### src/rtl/viola_pkg.sv
// Shared decode definitions: op codes, RV32I major opcodes, decoded-instruction
// record and the funct3 -> ALU op mapping shared by OP and OP-IMM.
package viola_pkg;

  localparam int OP_W = 5;
  typedef logic [OP_W-1:0] op_t;

  localparam op_t OP_LUI   = 5'd0;
  localparam op_t OP_AUIPC = 5'd1;
  localparam op_t OP_JAL   = 5'd2;
  localparam op_t OP_JALR  = 5'd3;
  localparam op_t OP_BEQ   = 5'd4;
  localparam op_t OP_BNE   = 5'd5;
  localparam op_t OP_BLT   = 5'd6;
  localparam op_t OP_BGE   = 5'd7;
  localparam op_t OP_BLTU  = 5'd8;
  localparam op_t OP_BGEU  = 5'd9;
  localparam op_t OP_LB    = 5'd10;
  localparam op_t OP_LH    = 5'd11;
  localparam op_t OP_LW    = 5'd12;
  localparam op_t OP_LBU   = 5'd13;
  localparam op_t OP_LHU   = 5'd14;
  localparam op_t OP_SB    = 5'd15;
  localparam op_t OP_SH    = 5'd16;
  localparam op_t OP_SW    = 5'd17;
  localparam op_t OP_ADD   = 5'd18;
  localparam op_t OP_SUB   = 5'd19;
  localparam op_t OP_SLL   = 5'd20;
  localparam op_t OP_SLT   = 5'd21;
  localparam op_t OP_SLTU  = 5'd22;
  localparam op_t OP_XOR   = 5'd23;
  localparam op_t OP_SRL   = 5'd24;
  localparam op_t OP_SRA   = 5'd25;
  localparam op_t OP_OR    = 5'd26;
  localparam op_t OP_AND   = 5'd27;
  localparam op_t OP_NONE  = 5'b11111;

  localparam logic [6:0] OPC_LUI    = 7'b0110111;
  localparam logic [6:0] OPC_AUIPC  = 7'b0010111;
  localparam logic [6:0] OPC_JAL    = 7'b1101111;
  localparam logic [6:0] OPC_JALR   = 7'b1100111;
  localparam logic [6:0] OPC_BRANCH = 7'b1100011;
  localparam logic [6:0] OPC_LOAD   = 7'b0000011;
  localparam logic [6:0] OPC_STORE  = 7'b0100011;
  localparam logic [6:0] OPC_OP_IMM = 7'b0010011;
  localparam logic [6:0] OPC_OP     = 7'b0110011;

  localparam logic [6:0] F7_BASE = 7'b0000000;
  localparam logic [6:0] F7_ALT  = 7'b0100000;

  typedef enum logic [2:0] {FMT_R, FMT_I, FMT_S, FMT_B, FMT_U, FMT_J} fmt_e;

  typedef struct packed {
    op_t         op;
    logic [4:0]  rs1;
    logic [4:0]  rs2;
    logic [4:0]  rd;
    logic [31:0] imm;
    logic        has_imm;
  } dec_inst_t;

  localparam dec_inst_t DEC_BUBBLE = '{op: OP_NONE, rs1: 5'd0, rs2: 5'd0, rd: 5'd0,
                                       imm: 32'd0, has_imm: 1'b0};

  // Base (funct7 = 0) ALU op selected by funct3; OP and OP-IMM share it.
  function automatic op_t alu_op(input logic [2:0] funct3);
    case (funct3)
      3'd0:    return OP_ADD;
      3'd1:    return OP_SLL;
      3'd2:    return OP_SLT;
      3'd3:    return OP_SLTU;
      3'd4:    return OP_XOR;
      3'd5:    return OP_SRL;
      3'd6:    return OP_OR;
      default: return OP_AND;
    endcase
  endfunction

endpackage

### src/rtl/inst_decode_if.sv
// Fetch-side handshake plus issue-side decoded bus of the decode stage.
// master = fetch/queue environment, slave = the decoder.
interface inst_decode_if;
  import viola_pkg::*;

  logic [31:0] inst;
  logic        inst_valid;
  logic        inst_ready;
  logic        flush;
  logic        iq_full;
  op_t         op;
  logic [4:0]  rs1;
  logic [4:0]  rs2;
  logic [4:0]  rd;
  logic [31:0] imm;
  logic        has_imm;
  logic        illegal;

  modport master (
    output inst, inst_valid, flush, iq_full,
    input  inst_ready, op, rs1, rs2, rd, imm, has_imm, illegal
  );

  modport slave (
    input  inst, inst_valid, flush, iq_full,
    output inst_ready, op, rs1, rs2, rd, imm, has_imm, illegal
  );

endinterface

### src/rtl/rv32i_decoder.sv
// Purely combinational RV32I word decoder: classifies the word, picks the op
// code and instruction format, then assembles operands/immediate per format.
module rv32i_decoder
  import viola_pkg::*;
(
  input  logic [31:0] inst_i,
  output dec_inst_t   dec_o,
  output logic        is_illegal_o
);

  logic [6:0]  opcode;
  logic [2:0]  funct3;
  logic [6:0]  funct7;
  logic [31:0] imm_i, imm_s, imm_b, imm_u, imm_j;
  op_t         op_sel;
  fmt_e        fmt;
  logic        shift_imm;

  assign opcode = inst_i[6:0];
  assign funct3 = inst_i[14:12];
  assign funct7 = inst_i[31:25];

  assign imm_i = {{20{inst_i[31]}}, inst_i[31:20]};
  assign imm_s = {{20{inst_i[31]}}, inst_i[31:25], inst_i[11:7]};
  assign imm_b = {{19{inst_i[31]}}, inst_i[31], inst_i[7], inst_i[30:25], inst_i[11:8], 1'b0};
  assign imm_u = {inst_i[31:12], 12'd0};
  assign imm_j = {{11{inst_i[31]}}, inst_i[31], inst_i[19:12], inst_i[20], inst_i[30:21], 1'b0};

  // Classify the word: op code, format, shift-immediate flag, legality.
  always_comb begin
    // NOTE: every output of a combinational block gets a default first, so no path leaves one unassigned and infers a latch.
    op_sel       = OP_NONE;
    fmt          = FMT_R;
    shift_imm    = 1'b0;
    is_illegal_o = 1'b0;
    case (opcode)
      OPC_LUI:   begin op_sel = OP_LUI;   fmt = FMT_U; end
      OPC_AUIPC: begin op_sel = OP_AUIPC; fmt = FMT_U; end
      OPC_JAL:   begin op_sel = OP_JAL;   fmt = FMT_J; end
      OPC_JALR: begin
        op_sel       = OP_JALR;
        fmt          = FMT_I;
        is_illegal_o = (funct3 != 3'd0);
      end
      OPC_BRANCH: begin
        fmt = FMT_B;
        case (funct3)
          3'd0:    op_sel = OP_BEQ;
          3'd1:    op_sel = OP_BNE;
          3'd4:    op_sel = OP_BLT;
          3'd5:    op_sel = OP_BGE;
          3'd6:    op_sel = OP_BLTU;
          3'd7:    op_sel = OP_BGEU;
          default: is_illegal_o = 1'b1;
        endcase
      end
      OPC_LOAD: begin
        fmt = FMT_I;
        case (funct3)
          3'd0:    op_sel = OP_LB;
          3'd1:    op_sel = OP_LH;
          3'd2:    op_sel = OP_LW;
          3'd4:    op_sel = OP_LBU;
          3'd5:    op_sel = OP_LHU;
          default: is_illegal_o = 1'b1;
        endcase
      end
      OPC_STORE: begin
        fmt = FMT_S;
        case (funct3)
          3'd0:    op_sel = OP_SB;
          3'd1:    op_sel = OP_SH;
          3'd2:    op_sel = OP_SW;
          default: is_illegal_o = 1'b1;
        endcase
      end
      OPC_OP_IMM: begin
        fmt    = FMT_I;
        op_sel = alu_op(funct3);
        case (funct3)
          // An ADDI carrying the SUB funct7 pattern is rejected as "SUBI".
          3'd0: is_illegal_o = (funct7 == F7_ALT);
          3'd1: begin
            shift_imm    = 1'b1;
            is_illegal_o = (funct7 != F7_BASE);
          end
          3'd5: begin
            shift_imm = 1'b1;
            if (funct7 == F7_ALT)       op_sel = OP_SRA;
            else if (funct7 != F7_BASE) is_illegal_o = 1'b1;
          end
          default: ;
        endcase
      end
      OPC_OP: begin
        fmt = FMT_R;
        if (funct7 == F7_BASE) begin
          op_sel = alu_op(funct3);
        end else if (funct7 == F7_ALT && funct3 == 3'd0) begin
          op_sel = OP_SUB;
        end else if (funct7 == F7_ALT && funct3 == 3'd5) begin
          op_sel = OP_SRA;
        end else begin
          is_illegal_o = 1'b1;
        end
      end
      default: is_illegal_o = 1'b1;
    endcase
  end

  // Assemble the decoded record; unused register fields stay zero.
  always_comb begin
    dec_o    = DEC_BUBBLE;
    dec_o.op = is_illegal_o ? OP_NONE : op_sel;
    case (fmt)
      FMT_R: begin
        dec_o.rd  = inst_i[11:7];
        dec_o.rs1 = inst_i[19:15];
        dec_o.rs2 = inst_i[24:20];
      end
      FMT_I: begin
        dec_o.rd      = inst_i[11:7];
        dec_o.rs1     = inst_i[19:15];
        dec_o.imm     = shift_imm ? {27'd0, inst_i[24:20]} : imm_i;
        dec_o.has_imm = 1'b1;
      end
      FMT_S: begin
        dec_o.rs1     = inst_i[19:15];
        dec_o.rs2     = inst_i[24:20];
        dec_o.imm     = imm_s;
        dec_o.has_imm = 1'b1;
      end
      FMT_B: begin
        dec_o.rs1     = inst_i[19:15];
        dec_o.rs2     = inst_i[24:20];
        dec_o.imm     = imm_b;
        dec_o.has_imm = 1'b1;
      end
      FMT_U: begin
        dec_o.rd      = inst_i[11:7];
        dec_o.imm     = imm_u;
        dec_o.has_imm = 1'b1;
      end
      default: begin
        dec_o.rd      = inst_i[11:7];
        dec_o.imm     = imm_j;
        dec_o.has_imm = 1'b1;
      end
    endcase
  end

endmodule

### src/rtl/inst_decode.sv
// Decode stage: accepts RV32I words from fetch, decodes them, buffers them in a
// small skid FIFO and issues one per cycle onto registered outputs unless the
// instruction queue reports iq_full. Optional feature macro:
// DECODE_ILLEGAL_TRAP_EN -- an accepted illegal word raises a sticky illegal
// flag and halts acceptance until flush or reset.
module inst_decode
  import viola_pkg::*;
#(
  parameter int BUF_DEPTH = 2
) (
  input  logic         clk,
  input  logic         rst,
  inst_decode_if.slave bus
);

  localparam int PTR_W = $clog2(BUF_DEPTH);
  localparam int CNT_W = $clog2(BUF_DEPTH + 1);

  dec_inst_t              dec;
  logic                   dec_illegal;
  dec_inst_t              buf_mem [BUF_DEPTH];
  logic [PTR_W-1:0]       wr_ptr_q, wr_ptr_d;
  logic [PTR_W-1:0]       rd_ptr_q, rd_ptr_d;
  logic [CNT_W-1:0]       count_q, count_d;
  dec_inst_t              out_q, out_d;
  logic                   halt_q;
  logic                   accept, push, pop;

  rv32i_decoder u_decoder (
    .inst_i       (bus.inst),
    .dec_o        (dec),
    .is_illegal_o (dec_illegal)
  );

  assign bus.inst_ready = rst && (count_q < CNT_W'(BUF_DEPTH)) && !halt_q;
  assign accept         = bus.inst_valid && bus.inst_ready;
  assign push           = accept && !dec_illegal && !bus.flush;
  assign pop            = !bus.iq_full && (count_q != '0) && !bus.flush;

  // Next-state for pointers, occupancy and the issue register.
  always_comb begin
    wr_ptr_d = wr_ptr_q;
    rd_ptr_d = rd_ptr_q;
    count_d  = count_q;
    out_d    = out_q;
    out_d.op = OP_NONE;
    if (bus.flush) begin
      wr_ptr_d = '0;
      rd_ptr_d = '0;
      count_d  = '0;
    end else begin
      if (push) wr_ptr_d = wr_ptr_q + PTR_W'(1);
      if (pop) begin
        out_d    = buf_mem[rd_ptr_q];
        rd_ptr_d = rd_ptr_q + PTR_W'(1);
      end
      case ({push, pop})
        2'b10:   count_d = count_q + CNT_W'(1);
        2'b01:   count_d = count_q - CNT_W'(1);
        default: count_d = count_q;
      endcase
    end
  end

  // Control and output registers with synchronous active-low reset.
  always_ff @(posedge clk) begin
    // NOTE: sequential state uses non-blocking assignments so every register samples pre-edge values.
    if (!rst) begin
      wr_ptr_q <= '0;
      rd_ptr_q <= '0;
      count_q  <= '0;
      out_q    <= DEC_BUBBLE;
    end else begin
      wr_ptr_q <= wr_ptr_d;
      rd_ptr_q <= rd_ptr_d;
      count_q  <= count_d;
      out_q    <= out_d;
    end
  end

  // FIFO storage write port.
  always_ff @(posedge clk) begin
    // NOTE: storage is deliberately not reset; count_q alone decides which entries are meaningful.
    if (push) buf_mem[wr_ptr_q] <= dec;
  end

`ifdef DECODE_ILLEGAL_TRAP_EN
  logic halt_d;

  // Sticky trap: set by an accepted illegal word, cleared only by flush.
  always_comb begin
    halt_d = halt_q;
    if (bus.flush)                  halt_d = 1'b0;
    else if (accept && dec_illegal) halt_d = 1'b1;
  end

  // Trap flag register.
  always_ff @(posedge clk) begin
    if (!rst) halt_q <= 1'b0;
    else      halt_q <= halt_d;
  end
`else
  assign halt_q = 1'b0;
`endif

  assign bus.op      = out_q.op;
  assign bus.rs1     = out_q.rs1;
  assign bus.rs2     = out_q.rs2;
  assign bus.rd      = out_q.rd;
  assign bus.imm     = out_q.imm;
  assign bus.has_imm = out_q.has_imm;
  assign bus.illegal = halt_q;

endmodule

### src/flat_wrapper.sv
// flat-port wrapper written by rule: the top's interface ports become plain ports
module inst_decode_flat import viola_pkg::*;
#(
  parameter int BUF_DEPTH = 2
)
  (clk, rst, bus_inst, bus_inst_valid, bus_flush, bus_iq_full, bus_inst_ready, bus_op, bus_rs1, bus_rs2, bus_rd, bus_imm, bus_has_imm, bus_illegal);
  inst_decode_if bus_i ();
  input  logic clk;
  input  logic rst;
  input wire logic [$bits(bus_i.inst)-1:0] bus_inst;
  input wire logic [$bits(bus_i.inst_valid)-1:0] bus_inst_valid;
  input wire logic [$bits(bus_i.flush)-1:0] bus_flush;
  input wire logic [$bits(bus_i.iq_full)-1:0] bus_iq_full;
  output wire logic [$bits(bus_i.inst_ready)-1:0] bus_inst_ready;
  output wire logic [$bits(bus_i.op)-1:0] bus_op;
  output wire logic [$bits(bus_i.rs1)-1:0] bus_rs1;
  output wire logic [$bits(bus_i.rs2)-1:0] bus_rs2;
  output wire logic [$bits(bus_i.rd)-1:0] bus_rd;
  output wire logic [$bits(bus_i.imm)-1:0] bus_imm;
  output wire logic [$bits(bus_i.has_imm)-1:0] bus_has_imm;
  output wire logic [$bits(bus_i.illegal)-1:0] bus_illegal;
  assign bus_i.inst = bus_inst;
  assign bus_i.inst_valid = bus_inst_valid;
  assign bus_i.flush = bus_flush;
  assign bus_i.iq_full = bus_iq_full;
  assign bus_inst_ready = bus_i.inst_ready;
  assign bus_op = bus_i.op;
  assign bus_rs1 = bus_i.rs1;
  assign bus_rs2 = bus_i.rs2;
  assign bus_rd = bus_i.rd;
  assign bus_imm = bus_i.imm;
  assign bus_has_imm = bus_i.has_imm;
  assign bus_illegal = bus_i.illegal;
  inst_decode #(.BUF_DEPTH(BUF_DEPTH)) u_core (.clk(clk), .rst(rst), .bus(bus_i));
endmodule
### config.mk
export PLATFORM = sky130hd
export DESIGN_NAME = inst_decode_flat
export DESIGN_NICKNAME = d
export VERILOG_FILES = /design/src/rtl/viola_pkg.sv /design/src/rtl/inst_decode_if.sv /design/src/rtl/rv32i_decoder.sv /design/src/rtl/inst_decode.sv /design/src/flat_wrapper.sv
export SDC_FILE = /design/constraint.sdc
export NUM_CORES = 1
export LEC_CHECK = 0
export ABC_AREA = 1
export CAP_MARGIN = 20
export CORE_UTILIZATION = 59
export CTS_CLUSTER_DIAMETER = 80
export DETAILED_ROUTE_END_ITERATION = 8
export PLACE_DENSITY = 0.87
export RECOVER_POWER = 50
export SLEW_MARGIN = 40
export SYNTH_ARGS = -nofsm -noshare
export SYNTH_HDL_FRONTEND = slang
export SYNTH_SLANG_ARGS = --single-unit
### constraint.sdc
create_clock -name clk -period 9 [get_ports clk]
set_clock_uncertainty 0.2 [all_clocks]
set_input_delay 0.9 -clock clk [delete_from_list [all_inputs] [get_ports clk]]
set_output_delay 0.9 -clock clk [all_outputs]
set_load 0.005 [all_outputs]
==> flow_metrics.py, run 1 <==
metrics = {
    "status": {
        "outcome": "finished with violations",
        "violations": "max-capacitance violations, max-slew violations",
    },
    "yosys": {
        "synth.distinct_cells": 40,
        "yosys_register_bits": 164,
        "ys_seq_area_frac": 0.636,
        "synth.avg_cell_area_um2": 10.2,
        "synth_edf_count": 106,
        "synth_compound_area_frac": 0.132,
        "yosys_warnings": 0,
        "synthArstFlopShare": 0,
        "synthXorXnorAreaFrac": 0.00128,
        "synth_top_family_by_area": "simple AND/OR/NAND/NOR gates",
        "synthTopCellsByCount": "160 x nand2_1, 106 x edfxtp_1, 63 x o21ai_0",
        "syn_area_um2": 6830,
        "yosys.area.top_type_share": 0.466,
        "synth_nets": 711,
        "synth_ff_type": "edfxtp_1",
        "syn_inst": 667,
        "yosysMostFrequentCell": "nand2_1",
        "synth-adder-area-share": 0.0128,
        "synth.largest_area_cell": "edfxtp_1",
        "synth_area_leaders": "edfxtp_1 47%, dfxtp_1 17%, nand2_1 8.8%, o21ai_0 4.6%, a31oi_1 4.5%",
        "synthSimpleGateAreaFrac": 0.167,
        "synth.area.mux_share": 0,
    },
    "cells_and_area": {
        "area_growth_pct": 22.1,
        "diodes": 0,
        "nets": 794,
        "fin_cells": 902,
        "drive_gt1_frac": 0.0814,
    },
    "worst_hold_path": {
        "hold_depth": 2,
        "min_path_type": "reg2reg",
        "hold_path_end": "u_core.bus.op[4]",
        "hold_start": "u_core.buf_mem[1][52]",
    },
    "power": {
        "p_seq_frac": 0.509,
        "cellLeakagePower_uw": 0.00336,
        "ir_drop_mv": 0.209,
        "intPower_uw": 1240,
        "switching_share": 0.211,
        "clockPowerShare": 0.451,
        "power.density_nw_per_um2": 188,
        "switchingPower_uw": 332,
        "comb_power_share": 0.040,
    },
    "placement": {
        "place_ws_ns": 4.84,
        "numPortBuffers": 90,
        "placed_cells": 871,
        "gp_congestion": 0.933,
        "dpl.hpwl_um": 10800,
    },
    "worst_setup_path": {
        "cp.depth": 9,
        "critPathSlowestCell": "clkbuf_1",
        "r2r-end": "u_core.count_q[1]",
        "rr_worst_depth": 9,
        "worstPathCellList": "dlygate4sd3_1, nor2_1, inv_1, nor2_4, clkbuf_1, ha_1, xor2_1, a21oi_1, nor4_1",
        "worst_setup_path_start_kind": "input pin",
        "worstPathRequired_ns": 9.14,
        "arrival_ns": 5.36,
        "path_buf_inv": 3,
        "r2r_setup_slack_ns": 4.36,
        "reg2reg_from": "u_core.count_q[0]",
        "path_class": "in2reg",
        "max_stage_delay_ns": 2.58,
        "cp-end-kind": "register",
        "crit_fanout": 98,
        "crit_family": "buffers and inverters",
    },
    "floorplanning": {
        "dieHeight_um": 110,
        "start_util": 0.616,
        "rows": 38,
        "die-area_um2": 12000,
        "die_width_um": 110,
        "core-area_um2": 11100,
        "ios": 92,
    },
    "clock_network": {
        "clk_latency_ns": 0.43,
        "path_clk_slew_ns": 0.06,
        "cts-root-buf": "clkbuf_16",
        "cts_hold_buf": 0,
        "cts_max_path_buffers": 2,
        "clock-sinks": 164,
        "cts_made_buffers": 17,
        "postCtsSetupBuffers": 0,
        "h-tree-depth": 4,
        "post_cts_resized": 0,
        "tritoncts": "built",
    },
    "drt": {
        "vias": 5347,
        "first_pass_iters": 8,
        "wl_um": 16900,
        "drcViolationCount": 0,
        "ant_nets": 0,
        "wl_per_cell_um": 18.7,
        "drt_iter0_markers": 537,
        "via_per_inst": 5.93,
    },
    "global_routing": {
        "grt_pass1_wl_um": 25200,
        "overflow": 0,
        "grt_antenna_before_repair": 0,
        "track_usage": 0.293,
        "grt_max_degree": 99,
        "grt_pass1_vias": 4912,
    },
    "sta": {
        "timing.fmax_mhz": 192,
        "slew_headroom": -1.47,
        "fin_setup_tns_ns": 0,
        "hold_viol": 0,
        "rsz0062_at_grt": "no",
        "worstMarginPinSlew_ns": 3.70,
        "period_share": 0.580,
        "finalCriticalPeriod_ns": 5.22,
        "drv_slew": 149,
        "setup_slack_ns": 3.78,
        "setup_viol": 0,
    },
    "job": {
        "maxCapViolCount": 2,
    },
}
sequential cells by signal (all words and copies together) (netlist names), named ones only:
| register | flops |
|---|---|
| u_core.bus.rs1 | 5 |
| u_core.bus.rs2 | 5 |
| u_core.bus.op | 5 |
| u_core.rd_ptr_q | 1 |
| u_core.bus.has_imm | 1 |
| u_core.buf_mem | 106 |
| u_core.bus.imm | 32 |
| u_core.bus.rd | 5 |
| u_core.wr_ptr_q | 1 |
| u_core.count_q | 2 |
layout make-up:
cell class                 count  area, um2
timing repair buffer          94        923
tap                          140        175
fill                         755       2740
clock buffer                  20        447
multi-input combinational    416       2100
inverter                      57        219
sequential                   164       4340
clock inverter                11        128
worst max-delay path by stage:
stage,start,endpoint
finish,bus_iq_full,u_core.count_q[1]
global route,bus_iq_full,u_core.count_q[1]
CTS,bus_inst[1],u_core.buf_mem[0][52]
detailed placement,bus_inst[1],u_core.buf_mem[0][50]
global placement,bus_inst[1],u_core.buf_mem[1][50]
floorplan,bus_inst[1],u_core.buf_mem[0][0]
tightest hold or removal path, cell delays in order (launching register included):
cell and delay (ns):
edfxtp_1 0.32, nand2_1 0.05, nand3_1 0.07
cells by family after synthesis:
kind of cell / Yosys count
and+or+nand+nor: 259
DFF: 164
AOI/OAI and AO/OA: 148
buffers and inverters: 87
adders and majority gates: 7
xor gates and xnor gates: 1
other: 1
power groups by stage:
stage | registers, uW | logic [uW] | clock network, uW
after CTS | 800 | 63.5 | 709
final | 800 | 62.8 | 708
after global routing | 799 | 67.6 | 740
after floorplan | 816 | 30.3 | 0
after global placement | 816 | 61.9 | 0
after detailed placement | 816 | 62.7 | 0
placed cells by master (no fill, tap or decap), types with 2 or more instances in the layout:
cell and n:
nand2_1 165, edfxtp_1 106, o21ai_0 66, dfxtp_1 58
dlygate4sd3_1 56, nor2_1 55, inv_1 49, a31oi_1 49
clkdlybuf4s50_1 34, clkbuf_16 17, nand3_1 14, o211ai_2 10
a21oi_1 10, ha_1 7, nand4_1 6, nor2_4 5
inv_2 5, clkinv_4 4, clkbuf_1 4, o21ai_1 3
nor2_2 3, nor3_1 3, o211ai_1 3, clkinv_2 3
nand2_2 2, nand3_2 2, inv_4 2, inv_6 2
bufinv_16 2, buf_4 2
metrics by stage:
stage / total power, uW / area (um2) / utilization / hold WS [ns]
after floorplan: 846 / 6830 / - / 0.235
after global placement: 878 / 7820 / 0.706 / 0.246
after detailed placement: 878 / 7820 / 0.706 / 0.255
after CTS: 1570 / 8400 / 0.758 / 0.271
after global routing: 1610 / 8340 / 0.753 / 0.293
final: 1570 / 8340 / 0.753 / 0.267
layer usage:
layer / part of all wire / vias to the layer above / wire length (um) / global-route usage
met1: 0.40 / 2573 / 6790 / 0.362
met5: 0 / - / 0 / 0
met3: 0.074 / 34 / 1260 / 0.0628
met4: 0.023 / 0 / 391 / 0.133
met2: 0.50 / 269 / 8450 / 0.492
li1: - / 2471 / - / -
No activity file was read; power rests on OpenSTA's default activity.
==> inputs of run 2 (changes only) <==
- CORE_UTILIZATION: 59 -> 55
- PLACE_DENSITY: 0.87 -> 0.82
- clock period: 9 -> 5.2 ns (I/O delays scaled with it)
==> flow_metrics.py, run 2 (synthesis gave the netlist of run 1 again) <==
metrics = {
    "global_routing": {
        "grt_pass1_vias": 5065,
        "grt_antenna_before_repair": 0,
        "track_usage": 0.264,
        "overflow": 0,
        "grt_pass1_wl_um": 25400,
        "grt_max_degree": 57,
    },
    "drt": {
        "first_pass_iters": 6,
        "wl_per_cell_um": 17.2,
        "met3WireLength_um": 824,
        "vias": 5099,
        "wl_um": 16100,
        "drt_iter0_markers": 464,
        "drcViolationCount": 0,
        "dr.max_layer_used": "met4",
        "met1_length_um": 6790,
        "ant_nets": 0,
        "via_per_inst": 5.47,
        "routed-wl-met2_um": 8050,
    },
    "worst_setup_path": {
        "path_class": "in2reg",
        "worst_setup_path_start_kind": "input pin",
        "arrival_ns": 3.62,
        "crit_fanout": 53,
        "worstPathRequired_ns": 5.05,
        "cp-end-kind": "register",
    },
    "cells_and_area": {
        "area_growth_pct": 23.7,
        "top_register": "u_core.buf_mem",
        "post-route-util": 0.700,
        "layout_common_cells": "165 x nand2_1, 106 x edfxtp_1, 63 x o21ai_0, 58 x dfxtp_1",
        "diodes": 0,
        "nets": 796,
        "drive_gt1_frac": 0.0850,
        "largest_register_ffs": 106,
        "mostFrequentLayoutCell": "nand2_1",
    },
    "clock_network": {
        "path_clk_slew_ns": 0.06,
        "postCtsSetupBuffers": 0,
        "post_cts_resized": 0,
        "cts-root-buf": "clkbuf_16",
        "clock-sinks": 164,
        "cts_hold_buf": 0,
        "clk_latency_ns": 0.42,
        "tritoncts": "built",
        "cts_made_buffers": 17,
        "cts_max_path_buffers": 2,
        "h-tree-depth": 4,
    },
    "floorplanning": {
        "die-area_um2": 12900,
        "dieHeight_um": 113,
        "rows": 40,
        "start_util": 0.566,
        "die_width_um": 113,
        "core-area_um2": 12100,
        "ios": 92,
    },
    "worst_hold_path": {
        "min_path_type": "reg2reg",
    },
    "sta": {
        "timing.fmax_mhz": 265,
        "worstMarginPinSlew_ns": 2.58,
        "drv_slew": 55,
        "finalCriticalPeriod_ns": 3.77,
        "fin_setup_tns_ns": 0,
        "period_share": 0.724,
        "setup_viol": 0,
        "slew_headroom": -0.721,
        "rsz0062_at_grt": "no",
        "hold_viol": 0,
    },
    "power": {
        "cellLeakagePower_uw": 0.00339,
        "power.density_nw_per_um2": 331,
        "ir_drop_mv": 0.168,
    },
    "status": {
        "outcome": "finished with violations",
        "violations": "max-capacitance violations, max-slew violations",
    },
    "placement": {
        "numPortBuffers": 90,
        "dpl.hpwl_um": 10800,
        "gp_congestion": 0.960,
    },
    "job": {
        "maxCapViolCount": 1,
    },
}
## run 2: cell count changes in the layout (fill, tap and decap cells not counted), sizes merged
cell,before,now
clkinv,8,4
buf,2,5
clkinvlp,0,3
bufinv,2,4
clkbuf,22,21
clkdlybuf4s50,34,35
dlygate4sd3,56,55
## run 2: metrics by stage
stage / setup WS (ns) / total power, uW / area [um2] / instances / hold slack [ns]
floorplan: 0.892 / 1460 / 6830 / 667 / 0.235
global placement: 1.50 / 1520 / 7860 / 900 / 0.247
detailed placement: 1.41 / 1520 / 7860 / 900 / 0.255
CTS: 1.85 / 2810 / 8490 / 932 / 0.271
global route: 1.14 / 2880 / 8450 / 933 / 0.291
finish: 1.43 / 2800 / 8450 / 933 / 0.264
## run 2: metal layers
metal / vias to the layer above / GRT usage
met5: - / 0
met4: 0 / 0.125
met3: 26 / 0.0510
met2: 179 / 0.453
met1: 2419 / 0.323
li1: 2475 / -
## run 2: worst max-delay path, cell delays in order
cell	delay, ns
dlygate4sd3_1	0.52
nand2_1	0.13
nor3_1	0.31
nand2_1	0.49
nand2_1	0.46
nor2_2	0.11
nor2_4	0.12
nand4_1	0.21
nor2_4	0.13
buf_4	0.58
## run 2: layout make-up
| type | count | area (um2) |
|---|---|---|
| inverters | 57 | 216 |
| clock buffers | 20 | 447 |
| fillers | 868 | 3610 |
| multi-input cells | 416 | 2100 |
| clock inverters | 12 | 178 |
| well taps | 168 | 210 |
| flip-flops and latches | 164 | 4340 |
| repair buffers | 96 | 950 |
## run 2: worst paths after layout
path / startpoint / endpoint / slack, ns / cells past startpoint
max: bus_inst[0] / u_core.buf_mem[0][0] / 1.43 / 10
min reg2reg: u_core.buf_mem[1][49] / u_core.bus.op[1] / 0.26 / 2
max reg2reg: register / u_core.bus.imm[19] / 1.55 / 4
min: u_core.buf_mem[1][49] / u_core.bus.op[1] / 0.26 / 2
## run 2: power by group
group / switching (uW) / total [uW] / internal [uW]
Sequential: 1.02 / 1380 / 1380
Clock: 490 / 1310 / 817
Combinational: 66.0 / 108 / 42.0
Total: 557 / 2800 / 2240
